File: src/rtl/forward_hazard_unit_pkg.sv
// Shared constants for the forwarding / hazard-detection slice.
package forward_hazard_unit_pkg;

  // Forward select value meaning "take the operand from the register file".
  localparam int FWD_RF = 0;

  // Default geometry of the pipeline this unit was built for.
  localparam int DEF_REG_AW  = 5;
  localparam int DEF_N_STG   = 2;
  localparam int DEF_MDU_LAT = 4;

  // MDU busy counter is wide enough for the largest legal latency (15).
  localparam int MDU_CNT_W = 4;

endpackage

File: src/rtl/forward_hazard_unit_fwd_select.sv
// Priority match of one EX source register against all forwarding stages.
// The youngest stage (lowest index) wins; register 0 never forwards.
module fwd_select
  import forward_hazard_unit_pkg::*;
#(
  parameter int REG_AW = DEF_REG_AW,
  parameter int N_STG  = DEF_N_STG,
  parameter int SEL_W  = $clog2(DEF_N_STG + 1)
) (
  input  logic [N_STG-1:0]             regwrite,
  input  logic [N_STG-1:0][REG_AW-1:0] rd,
  input  logic [REG_AW-1:0]            src,
  output logic [SEL_W-1:0]             sel
);

  // Walk oldest to youngest so the youngest match overwrites older ones.
  always_comb begin
    sel = SEL_W'(FWD_RF);
    for (int k = N_STG - 1; k >= 0; k--) begin
      if (regwrite[k] && (rd[k] != '0) && (rd[k] == src))
        sel = SEL_W'(k + 1);
    end
  end

endmodule

File: src/rtl/forward_hazard_unit.sv
// Forwarding selects, load-use / MDU hazard stall, MDU busy tracking and a
// saturating stall-cycle counter.
module forward_hazard_unit
  import forward_hazard_unit_pkg::*;
#(
  parameter int REG_AW  = DEF_REG_AW,
  parameter int N_STG   = DEF_N_STG,
  parameter int MDU_LAT = DEF_MDU_LAT,
  parameter int SEL_W   = $clog2(N_STG + 1)
) (
  input  logic                    clk,
  input  logic                    reset,
  input  logic [N_STG-1:0]        stg_regwrite,
  input  logic [N_STG*REG_AW-1:0] stg_rd,
  input  logic [REG_AW-1:0]       ex_rs,
  input  logic [REG_AW-1:0]       ex_rt,
  input  logic                    ex_memread,
  input  logic [REG_AW-1:0]       ex_rd,
  input  logic [REG_AW-1:0]       id_rs,
  input  logic [REG_AW-1:0]       id_rt,
  input  logic                    id_use_rs,
  input  logic                    id_use_rt,
  input  logic                    id_mdu_op,
  input  logic                    id_hilo_rd,
  output logic [SEL_W-1:0]        fwd_a,
  output logic [SEL_W-1:0]        fwd_b,
  output logic                    stall,
  output logic                    idex_flush,
  output logic                    mdu_busy,
  output logic [15:0]             stall_cnt
);

  // Flat stage bus viewed as one destination register per stage.
  logic [N_STG-1:0][REG_AW-1:0] stg_rd_v;
  assign stg_rd_v = stg_rd;

  logic [MDU_CNT_W-1:0] mdu_cnt;
  logic                 load_use;
  logic                 mdu_hz;
  logic                 mdu_accept;

  fwd_select #(.REG_AW(REG_AW), .N_STG(N_STG), .SEL_W(SEL_W)) u_fwd_a (
    .regwrite (stg_regwrite),
    .rd       (stg_rd_v),
    .src      (ex_rs),
    .sel      (fwd_a)
  );

  fwd_select #(.REG_AW(REG_AW), .N_STG(N_STG), .SEL_W(SEL_W)) u_fwd_b (
    .regwrite (stg_regwrite),
    .rd       (stg_rd_v),
    .src      (ex_rt),
    .sel      (fwd_b)
  );

  // Hazard detection: a load feeding the next instruction, or HI/LO / new
  // MDU work while the MDU is still computing. Stall and bubble go together.
  always_comb begin
    load_use   = ex_memread && (ex_rd != '0) &&
                 ((id_use_rs && (id_rs == ex_rd)) ||
                  (id_use_rt && (id_rt == ex_rd)));
    mdu_hz     = mdu_busy && (id_hilo_rd || id_mdu_op);
    stall      = load_use || mdu_hz;
    idex_flush = stall;
    mdu_accept = id_mdu_op && !stall;
  end

  // Busy is a pure function of the registered counter, so it is glitch-free
  // and high for exactly MDU_LAT cycles after the accepting edge.
  assign mdu_busy = (mdu_cnt != '0);

  // MDU latency counter: load on acceptance, count down to zero. A queued op
  // is accepted the very cycle the counter hits zero, leaving no gap.
  always_ff @(posedge clk) begin
    if (reset)
      mdu_cnt <= '0;
    else if (mdu_accept)
      mdu_cnt <= MDU_CNT_W'(MDU_LAT);
    else if (mdu_cnt != '0)
      mdu_cnt <= mdu_cnt - MDU_CNT_W'(1);
  end

  // Saturating count of stalled cycles for performance monitoring.
  always_ff @(posedge clk) begin
    if (reset)
      stall_cnt <= '0;
    else if (stall && (stall_cnt != 16'hFFFF))
      stall_cnt <= stall_cnt + 16'd1;
  end

endmodule

File: config.mk
export PLATFORM = sky130hd
export DESIGN_NAME = forward_hazard_unit
export DESIGN_NICKNAME = d
export VERILOG_FILES = /design/src/rtl/forward_hazard_unit_pkg.sv /design/src/rtl/forward_hazard_unit_fwd_select.sv /design/src/rtl/forward_hazard_unit.sv
export SDC_FILE = /design/constraint.sdc
export NUM_CORES = 1
export LEC_CHECK = 0
export ABC_CLOCK_PERIOD_IN_PS = 2330
export BUFFER_PORTS_ARGS = -buffer_cell sky130_fd_sc_hd__buf_4
export CAP_MARGIN = 0
export CORE_MARGIN = 2
export CORE_UTILIZATION = 35
export DETAILED_ROUTE_END_ITERATION = 10
export SLEW_MARGIN = 15
export SYNTH_ARGS = -nofsm -noshare
export SYNTH_HDL_FRONTEND = slang
export SYNTH_HIERARCHICAL = 1
export SYNTH_SLANG_ARGS = --single-unit
File: constraint.sdc
create_clock -name clk -period 2.33 [get_ports clk]
set_input_delay 0.1165 -clock clk [delete_from_list [all_inputs] [get_ports clk]]
set_output_delay 0.1165 -clock clk [all_outputs]
set_load 0.03 [all_outputs]
==> reports/summary.md, run 1 <==
### CTS
• Post-CTS Hold Buffers: 0
• sink count of the clock tree: 20
• buffer cell driving the clock tree root: sky130_fd_sc_hd__clkbuf_8
• clock-pin slew reported for the worst setup and hold paths after clock tree synthesis: 0.07 ns
• TritonCTS clock tree: done
• number of H-tree levels: 1
• setup repair bufs after CTS: 0
• maximum root-to-sink buffer count: 2
• clock buffers created by TritonCTS: 3
• clock insertion delay at the later pin of the skew report: 0.26 ns

### Critical path
• maximum fanout along the worst path: 8
• CP Launch Type: flip-flop
• endpoint required time on the critical path: 2.52 ns
• CP endpoint kind: flip-flop
• path type of the worst setup path: reg -> reg
• cells along the critical path: and4_1 > nand2_2 > or3_4 > or2_4 > or4_1 > a21oi_1
• data arrival time of the worst path: 2.32 ns
• highest-delay cell along the critical path: sky130_fd_sc_hd__or4_1
• CP max stage delay: 0.46 ns

### Logic synthesis
• Synth Cell Area: 1470 um^2
• post-synthesis area per instance: 7.904 um^2
• total of flip-flops plus latches after synthesis: 20
• most used flip-flop cell after synthesis: sky130_fd_sc_hd__dfxtp_1
• number of flops mapped to enable cells by yosys: 0
• register area share after synthesis: 27.23%
• cell taking the most area after synthesis: sky130_fd_sc_hd__dfxtp_1
• nets in the synthesized netlist: 232
• post-synthesis cell type count: 43
• synthesized netlist cell count: 186
• area fraction of the dominant cell type after synthesis: 27.23%
• cell types with the largest area share after synthesis: sky130_fd_sc_hd__dfxtp_1 27%, sky130_fd_sc_hd__xnor2_1 12%, sky130_fd_sc_hd__a21oi_1 6.1%
• share of async-settable or async-resettable flops after synthesis: 0%
• Ys Warns: 6

### Finish
• area taken by flip-flops and latches: 400.4 um^2
• Area Growth Syn to Fin: 42.47%
• total area of multi-input combinational cells: 1020 um^2
• fill count: 430
• fraction of final layout cells sized beyond drive strength 1: 35.41%
• number of nets in the finished design: 305
• Inserted Diodes: 0
• finished layout cell area: 2095 um^2
• utilization after layout: 51.99%

### Placement
• half-perimeter wire length after placement: 3165 um
• number of buffers added on ports: 66
• minimum setup slack after placement: 0.2104 ns
• GP Congestion: 0.8476
• Post-Place Cell Area: 2048 um^2

### Timing
• setup slack of the critical path after layout: 0.2044 ns
• setup repair after global routing missed its margin: no
• min cycle time layout: 2.126 ns
• # setup viols final: 0
• max-slew violation count: 0
• Post-Route Hold Slack: 0.1929 ns
• post-route setup TNS: 0 ns
• worst clock skew: 0.003872 ns
• Hold Violations, Final: 0
• highest clock rate: 0.4704 GHz
• Worst-Margin Slew: 0.4935 ns
• Slew headroom: 66.80%
• final worst-path cycle share: 91.23%

### Floorplanning
• die span in x: 68.81 um
• I/O pin count: 67
• die extent in y: 68.81 um
• initial standard-cell utilization of the core: 36.49%
• area of the die: 4735 um^2
• number of rows in the core area: 23
• core area: 4029 um^2

### Routing
• post-DR vias/cell: 5.094
• residual antenna-violating net count after detailed routing: 0
• DRC violation count after routing: 0
• Detailed Route Iter0 Violations: 92
• first drt pass iteration count: 4
• post-DR wirelength/cell: 12.91 um
• total wire length: 3964 um
• via count of the routed design: 1564

### Global routing
• gr usage total: 17.87%
• Remaining Overflow, GRT: 0
• vias in the first global route: 1369
• global-route wire length before repair: 6479 um
• antenna violations before repair: 0
• largest net degree at the start of global routing: 23

### Power
• power density of the placed cells: 653.8 nW/um^2
• leakage power figure: 0.8026 nW
• peak supply drop: 386.6 uV

### Hold path
• path category of the worst min-delay check: in -> reg

### Status
• status: finished, final reports clean

### Job
• number of max-capacitance violations reported: 0

critical path: cells and delay by family, from the launching register on:
kind,cells,cell delay (ns)
compound gates,1,0.15
simple gates,5,1.46
flops,1,0.44
sequential cells by signal, indices dropped and copies added (netlist names):
| signal | count |
|---|---|
| mdu_cnt | 4 |
| stall_cnt | 16 |
power by group:
part	internal, mW	switching (mW)
Clock	0.115	0.111
Sequential	0.386	0.0355
Combinational	0.321	0.400
area by class of cell:
type,count,share of cell area [%]
multi-input cells,154,48.69
repair buffers,72,25.81
flip-flops and latches,20,19.12
well taps,50,2.987
clock buffers,3,1.971
inverters,8,1.434
through the flow:
| step | total power [mW] | cells |
|---|---|---|
| after floorplan | 0.8707 | 186 |
| after global placement | 1.140 | 304 |
| after detailed placement | 1.142 | 304 |
| after CTS | 1.377 | 307 |
| after global routing | 1.468 | 307 |
| final | 1.369 | 307 |
cells by family (layout without fill, tap and decap cells):
group                    Yosys count  count (layout)  share of synthesized area, %
adder cells (fa/ha/maj)            2               2                         1.702
buffers and inverters             12              83                         3.744
multiplexers                       1               1                        0.6809
XOR/XNOR                          27              27                         16.09
AND/OR/NAND/NOR                   78              78                         29.70
flip-flops                        20              20                         27.23
AO/OA/AOI/OAI                     46              46                         20.85
cells in the final DEF (no fill, tap or decap), drive strengths merged, types with 2 or more instances in the layout:
master	count
clkbuf	3
nor3	9
a211oi	2
xnor2	20
or3	10
nand3	9
nand4	5
ha	2
o21ai	9
or4	7
buf	72
xor2	7
o41ai	3
a21boi	2
nor4	3
nor2	10
a21oi	19
dfxtp	20
nand2	17
inv	8
nor2b	2
o31ai	7
timing repair:
item                                   4_1_cts  5_1_grt
setup endpoints to repair                    0        7
resized for setup                            0        1
endpoints found under the hold margin        0        0
worst paths after layout:
kind | slack, ns | startpoint | endpoint | depth (start not counted)
worst max register to register | 0.20 | stall_cnt[2] | stall_cnt[15] | 6
worst max-delay path | 0.20 | stall_cnt[2] | stall_cnt[15] | 6
worst min register to register | 0.49 | mdu_cnt[1] | mdu_cnt[1] | 2
worst min-delay path | 0.19 | reset | mdu_cnt[3] | 2
metal layers:
| layer | up-vias | share of wire [%] | global-route usage, % |
|---|---|---|---|
| met5 | - | 0 | 0 |
| met4 | 0 | 0.33 | 2.206 |
| met3 | 2 | 4.5 | 4.383 |
| met2 | 29 | 49 | 30.05 |
| met1 | 707 | 46 | 23.81 |
| li1 | 826 | - | - |
synth_stat cells, types with 2 or more instances:
library cell                n
sky130_fd_sc_hd__nor2_1    10
sky130_fd_sc_hd__o41ai_2    2
sky130_fd_sc_hd__nor4_1     3
sky130_fd_sc_hd__xnor2_1   20
sky130_fd_sc_hd__or4_2      2
sky130_fd_sc_hd__o31ai_1    7
sky130_fd_sc_hd__xor2_1     7
sky130_fd_sc_hd__nand4_1    5
sky130_fd_sc_hd__nor2b_1    2
sky130_fd_sc_hd__inv_1      8
sky130_fd_sc_hd__nor3_2     2
sky130_fd_sc_hd__dfxtp_1   20
sky130_fd_sc_hd__ha_1       2
sky130_fd_sc_hd__nand2_1   16
sky130_fd_sc_hd__o21ai_0    9
sky130_fd_sc_hd__nor3_1     7
sky130_fd_sc_hd__a21oi_1   18
sky130_fd_sc_hd__or4_1      5
sky130_fd_sc_hd__a211oi_2   2
sky130_fd_sc_hd__or3_1      8
sky130_fd_sc_hd__nand3_1    9
Note: power is estimated with default switching activity, not from simulation.
==> run 2, diff against run 1 <==
- GPL_ROUTABILITY_DRIVEN: not set -> 1
- PLACE_DENSITY: not set -> 0.73
==> run 2 against run 1 <==
Net effect: combinational power is 3.2% lower; die area is the same; routed wire length up 3.8%; global-route usage shrank 0.38 points; count of clock-buffer cells in the layout is 1 higher; via count up 5.0%; power increased by 1.8%; final area is 0.90% higher; sequential power up 1%; setup slack improved by 0.011 ns; largest cell class unchanged.
==> reports/summary.md, run 2 (same netlist as run 1, synthesis figures left out) <==
### Hold path
• path category of the worst min-delay check: in -> reg

### Finish
• leading registers by flop count: stall_cnt (16), mdu_cnt (4)
• number of nets in the finished design: 302
• fraction of final layout cells sized beyond drive strength 1: 36.08%
• most frequent cells in the layout: 69 x sky130_fd_sc_hd__buf_4, 20 x sky130_fd_sc_hd__xnor2_1, 20 x sky130_fd_sc_hd__dfxtp_1
• leading cell type in the layout, fill and taps excluded: sky130_fd_sc_hd__buf_4
• finished layout cell area: 2113 um^2
• max reg flops: 16
• register containing the most flip-flops in the final layout: stall_cnt
• fill count: 410
• utilization after layout: 52.45%
• Area Growth Syn to Fin: 43.74%
• Inserted Diodes: 0

### Critical path
• CP Launch Type: flip-flop
• data arrival time of the worst path: 2.31 ns
• endpoint required time on the critical path: 2.52 ns
• maximum fanout along the worst path: 8
• CP endpoint kind: flip-flop
• path type of the worst setup path: reg -> reg

### Routing
• post-DR wirelength/cell: 13.50 um
• total wire length: 4116 um
• first drt pass iteration count: 4
• DRC violation count after routing: 0
• Detailed Route Iter0 Violations: 23
• residual antenna-violating net count after detailed routing: 0
• via count of the routed design: 1642
• post-DR vias/cell: 5.384

### Timing
• worst clock skew: 0.004738 ns
• final worst-path cycle share: 90.75%
• Slew headroom: 51.31%
• min cycle time layout: 2.114 ns
• Worst-Margin Slew: 0.7304 ns
• highest clock rate: 0.4730 GHz
• max-slew violation count: 0
• setup slack of the critical path after layout: 0.2156 ns
• setup repair after global routing missed its margin: no
• # setup viols final: 0
• Hold Violations, Final: 0
• post-route setup TNS: 0 ns

### Global routing
• global-route wire length before repair: 6361 um
• largest net degree at the start of global routing: 23
• antenna violations before repair: 0
• Remaining Overflow, GRT: 0
• vias in the first global route: 1501
• gr usage total: 17.49%

### Power
• Tot Pwr: 1.393 mW
• Reg power frac: 30.6%
• Power Internal: 0.8434 mW
• leakage power figure: 0.8037 nW
• sw frac: 39.47%
• peak supply drop: 431.3 uV
• power density of the placed cells: 659.3 nW/um^2
• Combinational Power Share: 50.2%
• clock share of power: 19.2%
• sw power: 0.5500 mW

### Placement
• minimum setup slack after placement: 0.1021 ns
• GP Congestion: 0.7863
• Post-Place Cell Area: 2026 um^2
• half-perimeter wire length after placement: 3282 um
• number of buffers added on ports: 66

### CTS
• number of H-tree levels: 1
• clock buffers created by TritonCTS: 3
• buffer cell driving the clock tree root: sky130_fd_sc_hd__clkbuf_8
• maximum root-to-sink buffer count: 2
• clock insertion delay at the later pin of the skew report: 0.26 ns
• TritonCTS clock tree: done
• setup repair bufs after CTS: 0
• sink count of the clock tree: 20
• clock-pin slew reported for the worst setup and hold paths after clock tree synthesis: 0.08 ns

### Floorplanning
• area of the die: 4735 um^2
• initial standard-cell utilization of the core: 36.49%
• I/O pin count: 67
• core area: 4029 um^2
• die span in x: 68.81 um
• number of rows in the core area: 23
• die extent in y: 68.81 um

### Job
• number of max-capacitance violations reported: 0

### Status
• status: finished, final reports clean

==> run 2: metrics by stage <==
stage,cells,hold slack [ns]
finish,305,0.1883
detailed placement,301,0.4546
global placement,301,0.4565
floorplan,186,0.2973
CTS,305,0.1851
global route,305,0.1968
==> run 2: path summary, 6_finish.rpt <==
check | startpoint | cells past startpoint | slack [ns] | endpoint
worst max register to register | stall_cnt[2] | 6 | 0.22 | stall_cnt[15]
worst max-delay path | stall_cnt[2] | 6 | 0.22 | stall_cnt[15]
worst min register to register | mdu_cnt[1] | 2 | 0.49 | mdu_cnt[1]
worst min-delay path | id_mdu_op | 3 | 0.19 | mdu_cnt[0]
==> run 2: repair_timing <==
action,in CTS,in global routing
hold buffers,0,0
setup endpoints to repair,2,5
resized for setup,2,5
==> run 2: metal layers <==
layer	GRT usage, %	wire (um)
met2	32.33	1938
met1	20.32	1650
met5	0	0
met3	4.221	497
met4	3.676	30
==> run 2: power groups by stage <==
stage / sequential (mW) / combinational (mW) / clock [mW]
floorplan: 0.453 / 0.417 / 0
global placement: 0.432 / 0.656 / 0
detailed placement: 0.432 / 0.667 / 0
CTS: 0.426 / 0.678 / 0.274
global route: 0.434 / 0.783 / 0.287
finish: 0.426 / 0.699 / 0.268
==> run 2: layout make-up <==
cell class | count | area (um^2) | share of cell area (%)
multi-input combinational | 154 | 1047 | 49.56
timing repair buffer | 69 | 518.0 | 24.51
sequential | 20 | 400.4 | 18.95
tap | 50 | 62.56 | 2.960
clock buffer | 4 | 55.05 | 2.605
inverter | 8 | 30.03 | 1.421
==> run 2: critical path, cell delays in order (launching register included) <==
cell and delay [ns]:
sky130_fd_sc_hd__dfxtp_1 0.43, sky130_fd_sc_hd__and4_1 0.25, sky130_fd_sc_hd__nand2_2 0.09, sky130_fd_sc_hd__or3_4 0.38, sky130_fd_sc_hd__or2_4 0.28, sky130_fd_sc_hd__or4_1 0.47, sky130_fd_sc_hd__a21oi_1 0.14
==> run 3, diff against run 2 <==
- GPL_TIMING_DRIVEN: not set -> 1
- SYNTH_HIERARCHICAL: 1 -> not set
==> run 3 against run 2 <==
Net effect: cell count fell by 4.3%; count of clock-buffer cells in the layout did not move; synthesized cell count fell by 5.9%; largest power group unchanged; sequential share of layout area rose by 0.89 points; register-to-register slack barely moved; maximum frequency fell by 0.69%; largest cell class unchanged.
==> reports/summary.md, run 3 <==
### Finish
• utilization after layout: 51.19%
• Area Growth Syn to Fin: 42.24%
• Inserted Diodes: 0
• max reg flops: 16
• leading cell type in the layout, fill and taps excluded: sky130_fd_sc_hd__buf_4
• total area of multi-input combinational cells: 950.9 um^2
• most frequent cells in the layout: 67 x sky130_fd_sc_hd__buf_4, 20 x sky130_fd_sc_hd__dfxtp_1, 16 x sky130_fd_sc_hd__xnor2_1
• area taken by flip-flops and latches: 400.4 um^2
• fraction of final layout cells sized beyond drive strength 1: 36.78%
• fill count: 375
• Final Non-Filler Cells: 292
• number of nets in the finished design: 289
• register containing the most flip-flops in the final layout: stall_cnt
• leading registers by flop count: stall_cnt (16), mdu_cnt (4)

### Critical path
• critical register-to-register path startpoint: stall_cnt[1]
• cell count of the worst reg-to-reg path: 8
• endpoint required time on the critical path: 2.53 ns
• end point of the critical path: stall_cnt[6]
• Crit. Startpoint: stall_cnt[1]
• terminus of the critical flop-to-flop path: stall_cnt[6]
• worst setup slack for register-to-register paths: 0.20 ns
• maximum fanout along the worst path: 25
• CP Launch Type: flip-flop
• path type of the worst setup path: reg -> reg
• CP endpoint kind: flip-flop
• data arrival time of the worst path: 2.33 ns

### Power
• clock share of power: 19.4%
• peak supply drop: 467.7 uV
• Reg power frac: 30.4%
• leakage power figure: 0.8256 nW
• Combinational Power Share: 50.3%
• sw frac: 40.26%
• Power Internal: 0.8362 mW
• power density of the placed cells: 693.6 nW/um^2
• sw power: 0.5636 mW
• Tot Pwr: 1.400 mW

### CTS
• number of H-tree levels: 1
• maximum root-to-sink buffer count: 2
• TritonCTS clock tree: done
• Post-CTS Hold Buffers: 0
• setup repair bufs after CTS: 0
• clock buffers created by TritonCTS: 3
• buffer cell driving the clock tree root: sky130_fd_sc_hd__clkbuf_8
• sink count of the clock tree: 20
• clock insertion delay at the later pin of the skew report: 0.26 ns
• clock-pin slew reported for the worst setup and hold paths after clock tree synthesis: 0.08 ns
• Gates resized, CTS repair: 0

### Floorplanning
• die extent in y: 67.67 um
• area of the die: 4579 um^2
• number of rows in the core area: 23
• die span in x: 67.67 um
• core area: 3943 um^2
• initial standard-cell utilization of the core: 35.99%
• I/O pin count: 67

### Routing
• Detailed Route Iter0 Violations: 74
• total wire length: 3526 um
• met2 WL: 1753 um
• Top Layer Used: met4
• DRC violation count after routing: 0
• via count of the routed design: 1517
• residual antenna-violating net count after detailed routing: 0
• routed metal-1 wirelength: 1537 um
• Detail Route met3 WL: 209 um
• post-DR vias/cell: 5.195
• post-DR wirelength/cell: 12.08 um
• first drt pass iteration count: 4

### Logic synthesis
• total of flip-flops plus latches after synthesis: 20
• most common library cells after synthesis: 20 x sky130_fd_sc_hd__dfxtp_1, 16 x sky130_fd_sc_hd__xnor2_1, 15 x sky130_fd_sc_hd__a21oi_1, 15 x sky130_fd_sc_hd__xor2_1
• share of async-settable or async-resettable flops after synthesis: 0%
• synthesized netlist cell count: 175
• number of flops mapped to enable cells by yosys: 0
• Ys Warns: 0
• post-synthesis cell type count: 37
• most used flip-flop cell after synthesis: sky130_fd_sc_hd__dfxtp_1
• area fraction of the dominant cell type after synthesis: 28.22%
• cell taking the most area after synthesis: sky130_fd_sc_hd__dfxtp_1
• post-synthesis area per instance: 8.108 um^2
• Synth Cell Area: 1419 um^2
• cell types with the largest area share after synthesis: sky130_fd_sc_hd__dfxtp_1 28%, sky130_fd_sc_hd__xnor2_1 9.9%, sky130_fd_sc_hd__xor2_1 9.3%
• dominant cell by count in the synthesized netlist: sky130_fd_sc_hd__dfxtp_1
• register area share after synthesis: 28.22%
• nets in the synthesized netlist: 221

### Timing
• post-route setup TNS: 0 ns
• Worst-Margin Slew: 0.6805 ns
• # setup viols final: 0
• worst clock skew: 0.005232 ns
• Slew headroom: 54.15%
• min cycle time layout: 2.129 ns
• Hold Violations, Final: 0
• setup repair after global routing missed its margin: no
• final worst-path cycle share: 91.37%
• highest clock rate: 0.4697 GHz
• max-slew violation count: 0
• setup slack of the critical path after layout: 0.2010 ns

### Global routing
• vias in the first global route: 1370
• gr usage total: 16.56%
• largest net degree at the start of global routing: 26
• Remaining Overflow, GRT: 0
• antenna violations before repair: 0
• global-route wire length before repair: 5851 um

### Hold path
• path category of the worst min-delay check: in -> reg

### Job
• number of max-capacitance violations reported: 0

### Placement
• GP Congestion: 0.7525
• half-perimeter wire length after placement: 2839 um
• number of buffers added on ports: 66
• Placed Instances: 288
• minimum setup slack after placement: 0.2013 ns

### Status
• status: finished, final reports clean

==> run 3: worst max-delay path, cell delays in order, from the launching register on <==
cell	delay, ns
sky130_fd_sc_hd__dfxtp_1	0.34
sky130_fd_sc_hd__ha_1	0.23
sky130_fd_sc_hd__and3_1	0.21
sky130_fd_sc_hd__and3_1	0.21
sky130_fd_sc_hd__a21oi_1	0.17
sky130_fd_sc_hd__a21oi_2	0.06
sky130_fd_sc_hd__buf_12	0.16
sky130_fd_sc_hd__or4_2	0.54
sky130_fd_sc_hd__a21oi_1	0.15
==> run 3: metrics by stage <==
step / hold slack, ns / cell area (um^2)
detailed placement: 0.4576 / 1958
finish: 0.1863 / 2018
global route: 0.1979 / 2018
CTS: 0.1816 / 2013
global placement: 0.4597 / 1958
floorplan: 0.3386 / 1419
==> run 3: cell type report <==
type                            instances  area share (%)
Clock buffer                            4           2.728
Inverter                                7           1.302
Multi-Input combinational cell        143           47.12
Sequential cell                        20           19.84
Tap cell                               50           3.100
Timing Repair Buffer                   68           25.91
==> run 3: worst min path at each step <==
stage                from            end  slack, ns  cells past startpoint
CTS                 reset  stall_cnt[10]       0.18                      2
detailed placement  reset     mdu_cnt[3]       0.46                      2
floorplan           reset  stall_cnt[11]       0.34                      2
global placement    reset     mdu_cnt[3]       0.46                      2
finish              reset   stall_cnt[5]       0.19                      2
global route        reset   stall_cnt[9]       0.20                      2
==> run 3: power by group through the flow <==
| stage | logic [mW] | clock network (mW) | registers [mW] |
|---|---|---|---|
| floorplan | 0.475 | 0 | 0.457 |
| global placement | 0.693 | 0 | 0.430 |
| detailed placement | 0.698 | 0 | 0.431 |
| CTS | 0.701 | 0.279 | 0.423 |
| global route | 0.786 | 0.293 | 0.435 |
| finish | 0.703 | 0.271 | 0.426 |
==> run 3: kinds of logic after synthesis <==
group,synth area share (%)
simple gates,26.90
buf+inv,5.115
xor+xnor,19.14
flops,28.22
fa+ha+maj,1.763
compound gates,17.37
mux,1.499
==> run 3: layer usage <==
metal  vias up  global-route usage, %
met3         6                  5.000
li1        774                      -
met4         0                  3.571
met5         -                      0
met2        41                  29.53
met1       696                  19.35
